===== config.mk =====
export PLATFORM = sky130hd
export DESIGN_NAME = eth_tx_frame_ctrl
export DESIGN_NICKNAME = d
export VERILOG_FILES = /design/src/rtl/eth_tx_frame_ctrl.sv
export SDC_FILE = /design/constraint.sdc
export NUM_CORES = 1
export LEC_CHECK = 0
export ABC_AREA = 1
export BUFFER_PORTS_ARGS = -buffer_cell sky130_fd_sc_hd__buf_2
export CAP_MARGIN = 10
export CORE_ASPECT_RATIO = 0.8
export CORE_UTILIZATION = 56
export CTS_CLUSTER_DIAMETER = 50
export CTS_CLUSTER_SIZE = 30
export DETAILED_ROUTE_END_ITERATION = 10
export PLACE_DENSITY = 0.86
export SYNTH_ARGS = -nofsm -noshare
export SYNTH_HDL_FRONTEND = slang
export SYNTH_SLANG_ARGS = --single-unit
export TNS_END_PERCENT = 5

===== constraint.sdc =====
create_clock -name clk -period 2 [get_ports clk]
set_clock_uncertainty 0.1 [all_clocks]
set_input_delay 0.1 -clock clk [delete_from_list [all_inputs] [get_ports clk]]
set_output_delay 0.1 -clock clk [all_outputs]
set_load 0.02 [all_outputs]

===== src/rtl/eth_tx_frame_ctrl.sv =====
// MAC transmit sequencer: preamble/SFD, FIFO payload, zero pad, CRC-32 FCS, inter-frame gap.
// Aborts with tx_er on FIFO underrun. Byte outputs are registered; fifo_rd_en is combinational.
module eth_tx_frame_ctrl #(
    parameter int LEN_WIDTH    = 11,
    parameter int PREAMBLE_LEN = 7,
    parameter int MIN_DATA     = 60,
    parameter int IFG_CYCLES   = 12
) (
    input  logic                 clk,
    input  logic                 rst_n,
    input  logic                 tx_start,
    input  logic [LEN_WIDTH-1:0] tx_len,
    output logic                 tx_busy,
    output logic                 tx_done,
    output logic                 tx_underrun,
    output logic                 fifo_rd_en,
    input  logic [7:0]           fifo_data,
    input  logic                 fifo_empty,
    output logic [7:0]           txd,
    output logic                 tx_en,
    output logic                 tx_er
);

    localparam int CW = LEN_WIDTH + 1;

    typedef enum logic [2:0] {
        S_IDLE, S_PRE, S_SFD, S_DATA, S_PAD, S_FCS, S_ABORT, S_IFG
    } state_t;

    state_t               state, state_d;
    logic [CW-1:0]        cnt, cnt_d;
    logic [LEN_WIDTH-1:0] len_q, len_d;
    logic [31:0]          crc, crc_d, crc_next, fcs_word;
    logic                 uflag, uflag_d;
    logic                 rd_due, underrun_now;
    logic [7:0]           txd_d;
    logic                 en_d, er_d, done_d, und_d;
    logic [CW-1:0]        len_ext;

    function automatic logic [31:0] crc8_update(input logic [31:0] c, input logic [7:0] d);
        logic [31:0] r;
        r = c ^ {24'h0, d};
        for (int i = 0; i < 8; i++)
            r = r[0] ? ((r >> 1) ^ 32'hEDB8_8320) : (r >> 1);
        return r;
    endfunction

    assign len_ext  = {1'b0, len_q};
    assign crc_next = crc8_update(crc, txd);
    assign fcs_word = ~crc;
    assign tx_busy  = (state != S_IDLE);

    // Read i is issued two cycles before byte i is shown: last preamble cycle, SFD, then DATA.
    always_comb begin
        rd_due = 1'b0;
        case (state)
            S_PRE:   rd_due = (cnt == CW'(PREAMBLE_LEN - 1));
            S_SFD:   rd_due = (len_ext > CW'(1));
            S_DATA:  rd_due = ((cnt + CW'(2)) < len_ext);
            default: rd_due = 1'b0;
        endcase
        rd_due = rd_due & ~uflag;
    end

    assign fifo_rd_en   = rd_due & ~fifo_empty;
    assign underrun_now = rd_due & fifo_empty;

    // NOTE: every signal written here gets a default first so no path can infer a latch.
    always_comb begin
        state_d = state;
        cnt_d   = cnt;
        len_d   = len_q;
        crc_d   = crc;
        uflag_d = uflag | underrun_now;
        txd_d   = 8'h00;
        en_d    = 1'b0;
        er_d    = 1'b0;
        done_d  = 1'b0;
        und_d   = 1'b0;
        case (state)
            S_IDLE: begin
                if (tx_start && (tx_len != '0)) begin
                    state_d = S_PRE;
                    cnt_d   = '0;
                    len_d   = tx_len;
                    crc_d   = 32'hFFFF_FFFF;
                    uflag_d = 1'b0;
                    txd_d   = 8'h55;
                    en_d    = 1'b1;
                end
            end
            S_PRE: begin
                en_d = 1'b1;
                if (cnt == CW'(PREAMBLE_LEN - 1)) begin
                    state_d = S_SFD;
                    cnt_d   = '0;
                    txd_d   = 8'hD5;
                end else begin
                    cnt_d = cnt + CW'(1);
                    txd_d = 8'h55;
                end
            end
            S_SFD, S_DATA: begin
                en_d = 1'b1;
                if (state == S_DATA)
                    crc_d = crc_next;
                if (uflag) begin
                    // The byte due next was never read: mark it as the abort byte.
                    state_d = S_ABORT;
                    er_d    = 1'b1;
                    und_d   = 1'b1;
                end else if (state == S_SFD) begin
                    state_d = S_DATA;
                    cnt_d   = '0;
                    txd_d   = fifo_data;
                end else if (cnt == len_ext - CW'(1)) begin
                    if (len_ext >= CW'(MIN_DATA)) begin
                        state_d = S_FCS;
                        cnt_d   = '0;
                        txd_d   = ~crc_next[7:0];
                    end else begin
                        state_d = S_PAD;
                        cnt_d   = cnt + CW'(1);
                    end
                end else begin
                    cnt_d = cnt + CW'(1);
                    txd_d = fifo_data;
                end
            end
            S_PAD: begin
                en_d  = 1'b1;
                crc_d = crc_next;
                if (cnt == CW'(MIN_DATA - 1)) begin
                    state_d = S_FCS;
                    cnt_d   = '0;
                    txd_d   = ~crc_next[7:0];
                end else begin
                    cnt_d = cnt + CW'(1);
                end
            end
            S_FCS: begin
                if (cnt == CW'(3)) begin
                    state_d = S_IFG;
                    cnt_d   = '0;
                    done_d  = 1'b1;
                end else begin
                    en_d  = 1'b1;
                    cnt_d = cnt + CW'(1);
                    case (cnt[1:0])
                        2'd0:    txd_d = fcs_word[15:8];
                        2'd1:    txd_d = fcs_word[23:16];
                        default: txd_d = fcs_word[31:24];
                    endcase
                end
            end
            S_ABORT: begin
                state_d = S_IFG;
                cnt_d   = '0;
            end
            S_IFG: begin
                if (cnt == CW'(IFG_CYCLES - 1)) begin
                    state_d = S_IDLE;
                    cnt_d   = '0;
                end else begin
                    cnt_d = cnt + CW'(1);
                end
            end
            default: state_d = S_IDLE;
        endcase
    end

    // NOTE: sequential state uses non-blocking assignments so all registers update together.
    always_ff @(posedge clk or negedge rst_n) begin
        if (!rst_n) begin
            state       <= S_IDLE;
            cnt         <= '0;
            len_q       <= '0;
            crc         <= 32'hFFFF_FFFF;
            uflag       <= 1'b0;
            txd         <= 8'h00;
            tx_en       <= 1'b0;
            tx_er       <= 1'b0;
            tx_done     <= 1'b0;
            tx_underrun <= 1'b0;
        end else begin
            state       <= state_d;
            cnt         <= cnt_d;
            len_q       <= len_d;
            crc         <= crc_d;
            uflag       <= uflag_d;
            txd         <= txd_d;
            tx_en       <= en_d;
            tx_er       <= er_d;
            tx_done     <= done_d;
            tx_underrun <= und_d;
        end
    end

endmodule


==> run summary, run 1 <==
status - finished with violations
failing checks - negative setup slack
MaxCap Viol Count - 0
dpl hpwl - 12.63 mm
post-synth cell types - 41
syn avg cell area - 7.120 sq um
commonest non-fill, non-tap cell in the layout - nand2_1
CP Capture Type - output pin
DRT iter0 DRCs - 780
setup TNS - -3.833 ns
DRT Wirelength - 18.56 mm
Synth Cell Area - 0.005682 sq mm
RSZ-0062 raised after global routing - true
Top FF cell, synth - dfrtp_1
critical-path cell list - buf_4 > nand2_1 > nor2_2 > nand2_1 > nor3_1 > xor2_1 > ha_1 > nand2_1 > inv_1 > nand2_1 > nand2_1 > nand2_1 > nand2_2 > nand2_2 > nand2_2 > nor2_4 > buf_6
CP startpoint kind - register
initial core utilization - 58.40%
Die ar. - 0.01056 sq mm
total core area - 0.009729 sq mm
post-synthesis sequential area ratio - 31.53%
drt pass-1 iters - 5
Slew @ Worst Pin - 0.7366 ns
power per cell area - 418.9 mW/mm^2
Util after Layout - 77.26%
worst skew pair latency - 0.35 ns
Async SR Flop Fraction - 100.0%
TritonCTS clock tree - yes
WL/cell - 16.88 um
Die Wd - 114.6 um
num rows - 32
Design Power - 3.149 mW
crit-path max cell delay - 0.40 ns
I/O Pins - 37
Critical Path RT - 1.80 ns
Syn-to-layout area delta - 32.31%
synth warn - 0
antenna diode count - 0
CTS clock-pin slew for the worst setup and hold paths - 0.06 ns
Final min period - 2.815 ns
Peak VDD IR - 0.4464 mV
worst setup path class - reg -> out
H-tree Lvls - 3
multi-input gate area in the final layout - 0.003548 sq mm
register area - 0.001795 sq mm
Buffers on Ports - 36
Critical-path top delay cell - dfrtp_1
first-pass GRT wire length - 28.52 mm
DRC - 0
Post-synth EDFFs - 0
Mapped Nets - 839
layout cells sized above 1 - 30.08%
die height - 92.10 um
highest net fanout along the worst path - 6
Via density - 5.664
fillcell total - 624
Max Buffers Root-to-Sink - 2
Final Hold Violating Endpoints - 0
final period utilization - 140.8%
initial antenna violation count - 0
Slew HR - 50.37%
Post-Place Cells - 1,064
antenna viol nets, final - 0
worst setup margin - -0.8151 ns
largest net degree at the start of global routing - 71
clock root cell - clkbuf_16
fmax - 355.2 MHz
Cells after Synth - 798
routed vias - 6,230
most frequent cells in the layout - 198 x nand2_1, 108 x inv_1, 105 x buf_4
Critical Path Most Common Cell - nand2_1
vias in the first global route - 5,705
total global routing overflow - 0
Setup-failing EPs final - 39
CTS Buf Count - 9
P_leak - 3.923 nW
Worst Path Arrival - 2.62 ns
Final nets - 1,000
fin. max-slew vios - 0
Setup WS pre-CTS - -0.5070 ns
Seq cells post-synth - 70
Final Non-Filler Cells - 1,100
worst hold path type - in -> reg
total track usage - 35.33%
gpl congestion - 0.9820
clock sinks - 70
[area by class of cell]
type,count,share of cell area (%)
Multi-Input combinational cell,594,47.20
Sequential cell,70,23.88
Timing Repair Buffer,165,16.71
Inverter,119,5.942
Clock buffer,9,2.996
Tap cell,136,2.264
Clock inverter,7,0.9987
[cells in the mapped netlist (7+ instances only)]
cell type | number | area (sq um)
nand2_1 | 208 | 780.8
inv_1 | 111 | 416.7
nor2_1 | 66 | 247.7
nand3_1 | 51 | 255.2
xor2_1 | 45 | 394.1
o21ai_0 | 44 | 220.2
dfrtp_1 | 38 | 950.9
dfstp_2 | 32 | 840.8
a21oi_1 | 26 | 130.1
xnor2_1 | 21 | 183.9
ha_1 | 18 | 225.2
nand3_2 | 12 | 120.1
nor3_1 | 12 | 60.06
o22ai_1 | 12 | 75.07
nand2_2 | 10 | 62.56
nor2_2 | 10 | 62.56
a22oi_1 | 9 | 67.56
nand4_1 | 9 | 56.30
inv_2 | 7 | 26.28
[per-stage QoR]
stage	hold WS, ns	cell area (sq um)
4_1_cts	0.007188	7410
2_1_floorplan	-0.2956	5695
5_1_grt	0.04791	7517
3_5_place_dp	0.05300	6813
6_report	0.02587	7517
3_3_place_gp	0.04530	6813
[final timing paths]
| check | start | to | slack, ns | cells after the start |
|---|---|---|---|---|
| max | cnt[2] | fifo_rd_en | -0.82 | 17 |
| min | tx_start | tx_en | 0.03 | 3 |
| max reg2reg | cnt[2] | uflag | -0.48 | 18 |
| min reg2reg | crc[24] | crc[24] | 0.39 | 2 |
| max in group asynchronous | rst_n | crc[17] | 1.23 | 3 |
| min in group asynchronous | rst_n | cnt[4] | 0.22 | 3 |
[power breakdown]
part	internal [mW]	leakage, nW	switching (mW)
Combinational	0.0456	2.99	0.0492
Clock	0.969	0.149	0.665
Sequential	1.42	0.779	0
[layer usage]
layer  share of wire [%]  track usage, %  vias up
met3                  12           8.857       63
li1                    -               -     2861
met2                  43           52.17      433
met1                  42           50.15     2873
met5                   0               0        -
met4                 2.6           11.58        0
[state kept, by name (all words and copies together), names as in the netlist]
name and cells:
tx_en 1, state 3, crc 32, cnt 12
uflag 1, len_q 11, tx_done 1, txd 8
tx_er 1
[kinds of logic after synthesis]
group,share of synthesized area [%]
xor gates and xnor gates,12.29
buffers and inverters,9.645
adders and majority gates,3.964
AOI/OAI and AO/OA,10.31
and+or+nand+nor,32.26
DFF,31.53
[repair_timing]
| action | CTS | global route |
|---|---|---|
| hold buffers | 19 | 0 |
| gates resized for setup | 24 | 28 |
| hold endpoints to repair | 83 | 0 |
| buffers inserted | 1 | 0 |
| pin swaps | 10 | 5 |
| endpoints found under the setup margin | 28 | 47 |
[critical path: cells and delay by family, from the launching register on]
| family | cells | cell delay (ns) |
|---|---|---|
| xor+xnor | 1 | 0.19 |
| flops | 1 | 0.40 |
| simple gates | 12 | 1.11 |
| fa+ha+maj | 1 | 0.24 |
| buf+inv | 3 | 0.34 |
Power figures use the tool's default switching activity.
==> run 2, diff against run 1 <==
--- a/config.mk
+++ b/config.mk
@@ -9,11 +9,11 @@
 export BUFFER_PORTS_ARGS = -buffer_cell sky130_fd_sc_hd__buf_2
 export CAP_MARGIN = 10
 export CORE_ASPECT_RATIO = 0.8
-export CORE_UTILIZATION = 56
+export CORE_UTILIZATION = 65
 export CTS_CLUSTER_DIAMETER = 50
 export CTS_CLUSTER_SIZE = 30
 export DETAILED_ROUTE_END_ITERATION = 10
-export PLACE_DENSITY = 0.86
+export PLACE_DENSITY = 0.94
 export SYNTH_ARGS = -nofsm -noshare
 export SYNTH_HDL_FRONTEND = slang
 export SYNTH_SLANG_ARGS = --single-unit
==> constraint.sdc (replaced) <==
create_clock -name clk -period 3.37 [get_ports clk]
set_clock_uncertainty 0.1 [all_clocks]
set_input_delay 0.1685 -clock clk [delete_from_list [all_inputs] [get_ports clk]]
set_output_delay 0.1685 -clock clk [all_outputs]
set_load 0.02 [all_outputs]
==> run 2 against run 1 <==
The run now ends clean. Critical path type unchanged. Non-clock buffer count shrank 105. Largest power group is now registers. Combinational power fell by 44%. Sequential power down 41%. Register-to-register slack better by 1.3 ns. Worst hold slack better by 0.051 ns. Sequential share of layout area up 4.3 points. Critical path depth down 2. Wire length down 10%. Total power down 46%. Clock power fell by 50%.
==> run summary, run 2 (synthesis results as in run 1) <==
Die ar. - 0.009122 sq mm (-14%)
largest net degree at the start of global routing - 35 (-51%)
Slew @ Worst Pin - 0.7533 ns (+0.01666 ns)
Setup-failing EPs final - 0 (-100%)
Biggest register - crc
dpl cell area - 0.005946 sq mm (-13%)
Critical path buffers and inverters - 2 (-1)
Setup crit start - cnt[1]
fin. max-slew vios - 0 (unchanged)
Largest register FFs - 32 (unchanged)
status - complete, no violations
clock sinks - 70 (unchanged)
DRT Wirelength - 16.62 mm (-10%)
MaxCap Viol Count - 0 (unchanged)
gpl congestion - 0.9580 (-2.4%)
DRT iter0 DRCs - 803 (+2.9%)
Peak VDD IR - 0.3465 mV (-22%)
Via density - 5.909 (+4.3%)
Buffers on Ports - 36 (unchanged)
Util after Layout - 75.06% (-2.2 points)
first-pass GRT wire length - 26.16 mm (-8.3%)
initial antenna violation count - 0 (unchanged)
worst setup path class - reg -> out
WL/cell - 17.11 um (+1.4%)
most frequent cells in the layout - 208 x nand2_1, 111 x inv_1, 65 x nor2_1
num rows - 30 (-6.3%)
crit path capture - fifo_rd_en
Max Buffers Root-to-Sink - 2 (unchanged)
critical-path cell list - ha_2 > nand3_1 > nor2_2 > inv_1 > nor2_1 > xor2_1 > ha_1 > a21oi_1 > nand2_1 > nand2_1 > nand2_1 > nand2_1 > nand2_1 > nor2_1 > buf_2
worst setup margin - 0.2131 ns (+1.028 ns)
highest net fanout along the worst path - 9 (+3)
routed vias - 5,738 (-7.9%)
setup TNS - 0 ns (+3.833 ns)
power per cell area - 269.4 mW/mm^2 (-36%)
Setup WS pre-CTS - 0.5924 ns (+1.099 ns)
crit-path max cell delay - 0.45 ns (+0.05 ns)
RSZ-0062 raised after global routing - false
WP depth - 15 (-2)
TritonCTS clock tree - yes
CP Capture Type - output pin
Final nets - 895 (-11%)
Worst Path Arrival - 2.89 ns (+0.27 ns)
Die Wd - 106.5 um (-7.1%)
Regs by FF count - crc x32, cnt x12, len_q x11
Design Power - 1.715 mW (-46%)
P_leak - 3.315 nW (-15%)
worst hold path type - in -> reg
fmax - 316.8 MHz
total core area - 0.008483 sq mm (-13%)
Final Hold Violating Endpoints - 0 (unchanged)
layout cells sized above 1 - 17.93% (-12 points)
antenna viol nets, final - 0 (unchanged)
Finished Cell Area - 0.006367 sq mm (-15%)
CTS clock-pin slew for the worst setup and hold paths - 0.08 ns (+0.02 ns)
Critical Path RT - 3.10 ns (+1.30 ns)
I/O Pins - 37 (unchanged)
total track usage - 37.42% (+2.1 points)
Slew HR - 49.78% (-0.59 points)
Critical Path Most Common Cell - nand2_1
critical path's top delay family - simple AND/OR/NAND/NOR gates
reg2reg start - cnt[0]
CP startpoint kind - register
DRC - 0 (unchanged)
Syn-to-layout area delta - 12.07%
H-tree Lvls - 3 (unchanged)
Final Non-Filler Cells - 971 (-12%)
Hold Slack - 0.07666 ns (+0.05079 ns)
CTS Buf Count - 9 (unchanged)
die height - 85.63 um (-7.0%)
worst skew pair latency - 0.38 ns (+0.03 ns)
Post-CTS Setup Bufs - 0 (-1)
dpl hpwl - 11.58 mm (-8.3%)
drt pass-1 iters - 7 (+2)
clock root cell - clkbuf_8
Final min period - 3.157 ns
fillcell total - 587 (-5.9%)
initial core utilization - 66.98% (+8.6 points)
antenna diode count - 0 (unchanged)
Post-Place Cells - 937 (-12%)
commonest non-fill, non-tap cell in the layout - nand2_1
vias in the first global route - 5,333 (-6.5%)
r2r setup slk - 0.81 ns (+1.29 ns)
final period utilization - 93.68%
Critical-path top delay cell - dfrtp_2
Reg2Reg Depth - 14 (-4)
total global routing overflow - 0 (unchanged)
capturing point of the worst reg2reg path - cnt[0]
## run 2: changes by cell type in the layout (fill, tap and decap cells not counted), moves of 5 or more
cell and delta:
clkbuf_16 -9, nand2_4 -5, buf_4 -99, nor2_1 +9, nor2_4 -6, clkbuf_8 +12
nand2_1 +10
## run 2: metal layers
metal,vias to the layer above,share of wire [%],GRT usage [%]
met1,2602,41,51.17
met4,0,3.4,15.19
met5,-,0,0
met3,62,13,10.94
li1,2650,-,-
met2,424,42,55.84
## run 2: cell type report
class	count	area, sq um	share of cell area (%)
multi-input cells	594	3347	52.56
clock buffers	13	168.9	2.653
clock inverters	3	65.06	1.022
well taps	112	140.1	2.201
repair buffers	60	405.4	6.367
inverters	119	446.7	7.015
flip-flops and latches	70	1794	28.18
## run 2: report_power, final
part	total (mW)	internal, mW	switching (mW)
clock	0.821	0.477	0.344
sequential	0.842	0.842	0
combinational	0.0531	0.0253	0.0277
## run 2: worst min-delay path by stage
stage | start | to | slack, ns | cells after the start
finish | tx_start | tx_en | 0.08 | 3
global route | tx_start | tx_en | 0.08 | 3
CTS | tx_start | tx_en | 0.04 | 3
detailed placement | rst_n | txd[6] | 0.16 | 1
global placement | rst_n | txd[1] | 0.16 | 1
floorplan | rst_n | cnt[0] | -0.23 | 0
## run 2: worst min-delay path: cells and delay by family
family	cells	cell delay, ns
buffers and inverters	1	0.09
and+or+nand+nor	2	0.23
## run 2: timing repair
| action | 4_1_cts | 5_1_grt |
|---|---|---|
| hold endpoints to repair | 27 | 0 |
| hold buffers | 18 | 0 |
| endpoints found under the setup margin | 0 | 1 |
| resized for setup | 0 | 4 |
==> run 3, diff against run 2 <==
--- a/config.mk
+++ b/config.mk
@@ -14,6 +14,7 @@
 export CTS_CLUSTER_SIZE = 30
 export DETAILED_ROUTE_END_ITERATION = 10
 export PLACE_DENSITY = 0.94
+export SETUP_SLACK_MARGIN = 0.4
 export SYNTH_ARGS = -nofsm -noshare
 export SYNTH_HDL_FRONTEND = slang
 export SYNTH_SLANG_ARGS = --single-unit
==> run 3 against run 2 <==
Flip-flop and latch count stayed put. Worst hold slack hardly changed. Register-to-register slack worse by 0.06 ns. Critical path depth is 5 higher. Global-route usage is 0.34 points higher. Largest power group unchanged.
==> run summary, run 3 (synthesis results as in run 1) <==
CP Capture Type - output pin
worst setup margin - 0.3836 ns (+0.1706 ns)
Regs by FF count - crc x32, cnt x12, len_q x11
hold path endpoint - tx_en
worst hold path type - in -> reg
Slew @ Worst Pin - 0.7559 ns (+0.002625 ns)
DRT Wirelength - 17.45 mm (+5.0%)
RSZ-0062 raised after global routing - true
setup TNS - 0 ns (unchanged)
number of cells on the worst hold path - 3 (unchanged)
Critical Path Most Common Cell - nand2_1
Biggest register - crc
Setup-failing EPs final - 0 (unchanged)
highest net fanout along the worst path - 3 (-6)
crit-path max cell delay - 0.41 ns (-0.04 ns)
gpl congestion - 0.9580 (unchanged)
num rows - 30 (unchanged)
r2r setup slk - 0.75 ns (-0.06 ns)
Syn-to-layout area delta - 14.38%
Final Hold Violating Endpoints - 0 (unchanged)
clock sinks - 70 (unchanged)
status - complete, no violations
TritonCTS clock tree - yes
total global routing overflow - 0 (unchanged)
most frequent cells in the layout - 204 x nand2_1, 110 x inv_1, 62 x nor2_1
WL/cell - 17.84 um (+4.2%)
reg2reg start - cnt[0]
CP startpoint kind - register
DRC - 0 (unchanged)
Buffers on Ports - 36 (unchanged)
Die Wd - 106.5 um (unchanged)
Final nets - 901 (+0.67%)
Via density - 6.008 (+1.7%)
drt pass-1 iters - 6 (-1)
largest net degree at the start of global routing - 35 (unchanged)
min-delay src - tx_start
fmax - 334.9 MHz (+5.7%)
initial core utilization - 66.98% (unchanged)
Worst Path Arrival - 2.72 ns (-0.17 ns)
Peak VDD IR - 0.3452 mV (-0.37%)
CTS Buf Count - 9 (unchanged)
final period utilization - 88.62% (-5.1 points)
dpl hpwl - 11.58 mm (unchanged)
critical path's top delay family - simple AND/OR/NAND/NOR gates
Critical-path top delay cell - dfrtp_2
antenna viol nets, final - 0 (unchanged)
worst setup path class - reg -> out
P_leak - 3.359 nW (+1.3%)
GR Util met2 - 56.61% (+0.77 points)
initial antenna violation count - 0 (unchanged)
worst skew pair latency - 0.37 ns (about the same)
vias in the first global route - 5,355 (+0.41%)
DRT iter0 DRCs - 1,121 (+40%)
commonest non-fill, non-tap cell in the layout - nand2_1
Largest register FFs - 32 (unchanged)
Hold Slack - 0.07685 ns (+0.0001896 ns)
H-tree Lvls - 3 (unchanged)
Critical Path RT - 3.10 ns (about the same)
routed vias - 5,876 (+2.4%)
Setup WS pre-CTS - 0.5924 ns (unchanged)
Final min period - 2.986 ns (-0.1706 ns)
CTS clock-pin slew for the worst setup and hold paths - 0.08 ns (about the same)
Critical path buffers and inverters - 4 (+2)
Die ar. - 0.009122 sq mm (unchanged)
total track usage - 37.76% (+0.34 points)
capturing point of the worst reg2reg path - cnt[0]
power per cell area - 263.7 mW/mm^2 (-2.1%)
I/O Pins - 37 (unchanged)
M3 GR Usage - 10.49% (-0.46 points)
MaxCap Viol Count - 0 (unchanged)
Max Buffers Root-to-Sink - 2 (unchanged)
Final Non-Filler Cells - 978 (+0.72%)
Reg2Reg Depth - 14 (unchanged)
first-pass GRT wire length - 26.38 mm (+0.82%)
fin. max-slew vios - 0 (unchanged)
total core area - 0.008483 sq mm (unchanged)
layout cells sized above 1 - 20.58% (+2.7 points)
die height - 85.63 um (unchanged)
Post-Place Cells - 937 (unchanged)
clock root cell - clkbuf_8
met1 usage - 51.73% (+0.56 points)
fillcell total - 550 (-6.3%)
Top Usage Layer GRT - met2
critical-path cell list - buf_4 > nand2_4 > nor2_4 > nand2_2 > xor2_1 > inv_1 > ha_1 > nand2_1 > inv_1 > nor2_1 > o21a_1 > nand2_1 > nand2_1 > nand2_1 > nand2_1 > nand2_2 > nand2_2 > nand2_1 > nor2_1 > buf_4
Slew HR - 49.61% (-0.17 points)
-- run 3: changes by cell type in the layout (fill, tap and decap cells not counted), moves of 3 or more --
| cell | delta |
|---|---|
| buf_4 | +7 |
| dfrtp_1 | -6 |
| dfrtp_2 | +6 |
| nand2_1 | -4 |
| nand2_2 | +3 |
| nor2_1 | -3 |
| nor2_4 | +3 |
-- run 3: where the power goes --
| group | switching, mW | internal [mW] |
|---|---|---|
| combinational | 0.0285 | 0.0253 |
| clock | 0.341 | 0.477 |
| sequential | 0 | 0.842 |
-- run 3: cell type report --
class / count / area, sq um / share of cell area (%)
clock buffer: 13 / 168.9 / 2.599
multi-input combinational: 594 / 3421 / 52.64
clock inverter: 3 / 65.06 / 1.001
timing repair buffer: 66 / 452.9 / 6.970
tap: 112 / 140.1 / 2.156
antenna: 1 / 2.502 / 0.03851
sequential: 70 / 1802 / 27.72
inverter: 119 / 446.7 / 6.873
-- run 3: per-stage QoR --
step	power, mW	instance area (sq um)	utilization (%)
CTS	1.711	6392	75.35
detailed placement	0.8916	5946	70.09
finish	1.714	6499	76.61
global placement	0.8910	5946	70.09
global route	1.758	6496	76.58
floorplan	0.8585	5682	-
-- run 3: worst max path at each step --
stage                      start    endpoint  slack (ns)  cells past startpoint
after floorplan           cnt[1]  fifo_rd_en        0.86                     14
after global placement    cnt[1]  fifo_rd_en        0.71                     15
after detailed placement  cnt[1]  fifo_rd_en        0.59                     17
after CTS                 cnt[1]  fifo_rd_en        0.41                     17
after global routing      cnt[2]  fifo_rd_en        0.20                     20
final                     cnt[2]  fifo_rd_en        0.38                     20
-- run 3: per-layer routing --
layer	part of all wire (%)	vias to the layer above
met1	39	2637
met3	14	81
li1	-	2649
met2	43	509
met4	4.1	0
met5	0	-
-- run 3: timing repair --
| action | in CTS | in global routing |
|---|---|---|
| hold buffers | 18 | 0 |
| pin swaps | 2 | 8 |
| setup buffers | 3 | 3 |
| endpoints found under the hold margin | 27 | 0 |
| resized for setup | 5 | 24 |
| endpoints found under the setup margin | 1 | 1 |
-- run 3: worst min-delay path: cells and delay by family --
| kind | cells | cell delay, ns |
|---|---|---|
| simple gates | 2 | 0.23 |
| buf+inv | 1 | 0.10 |
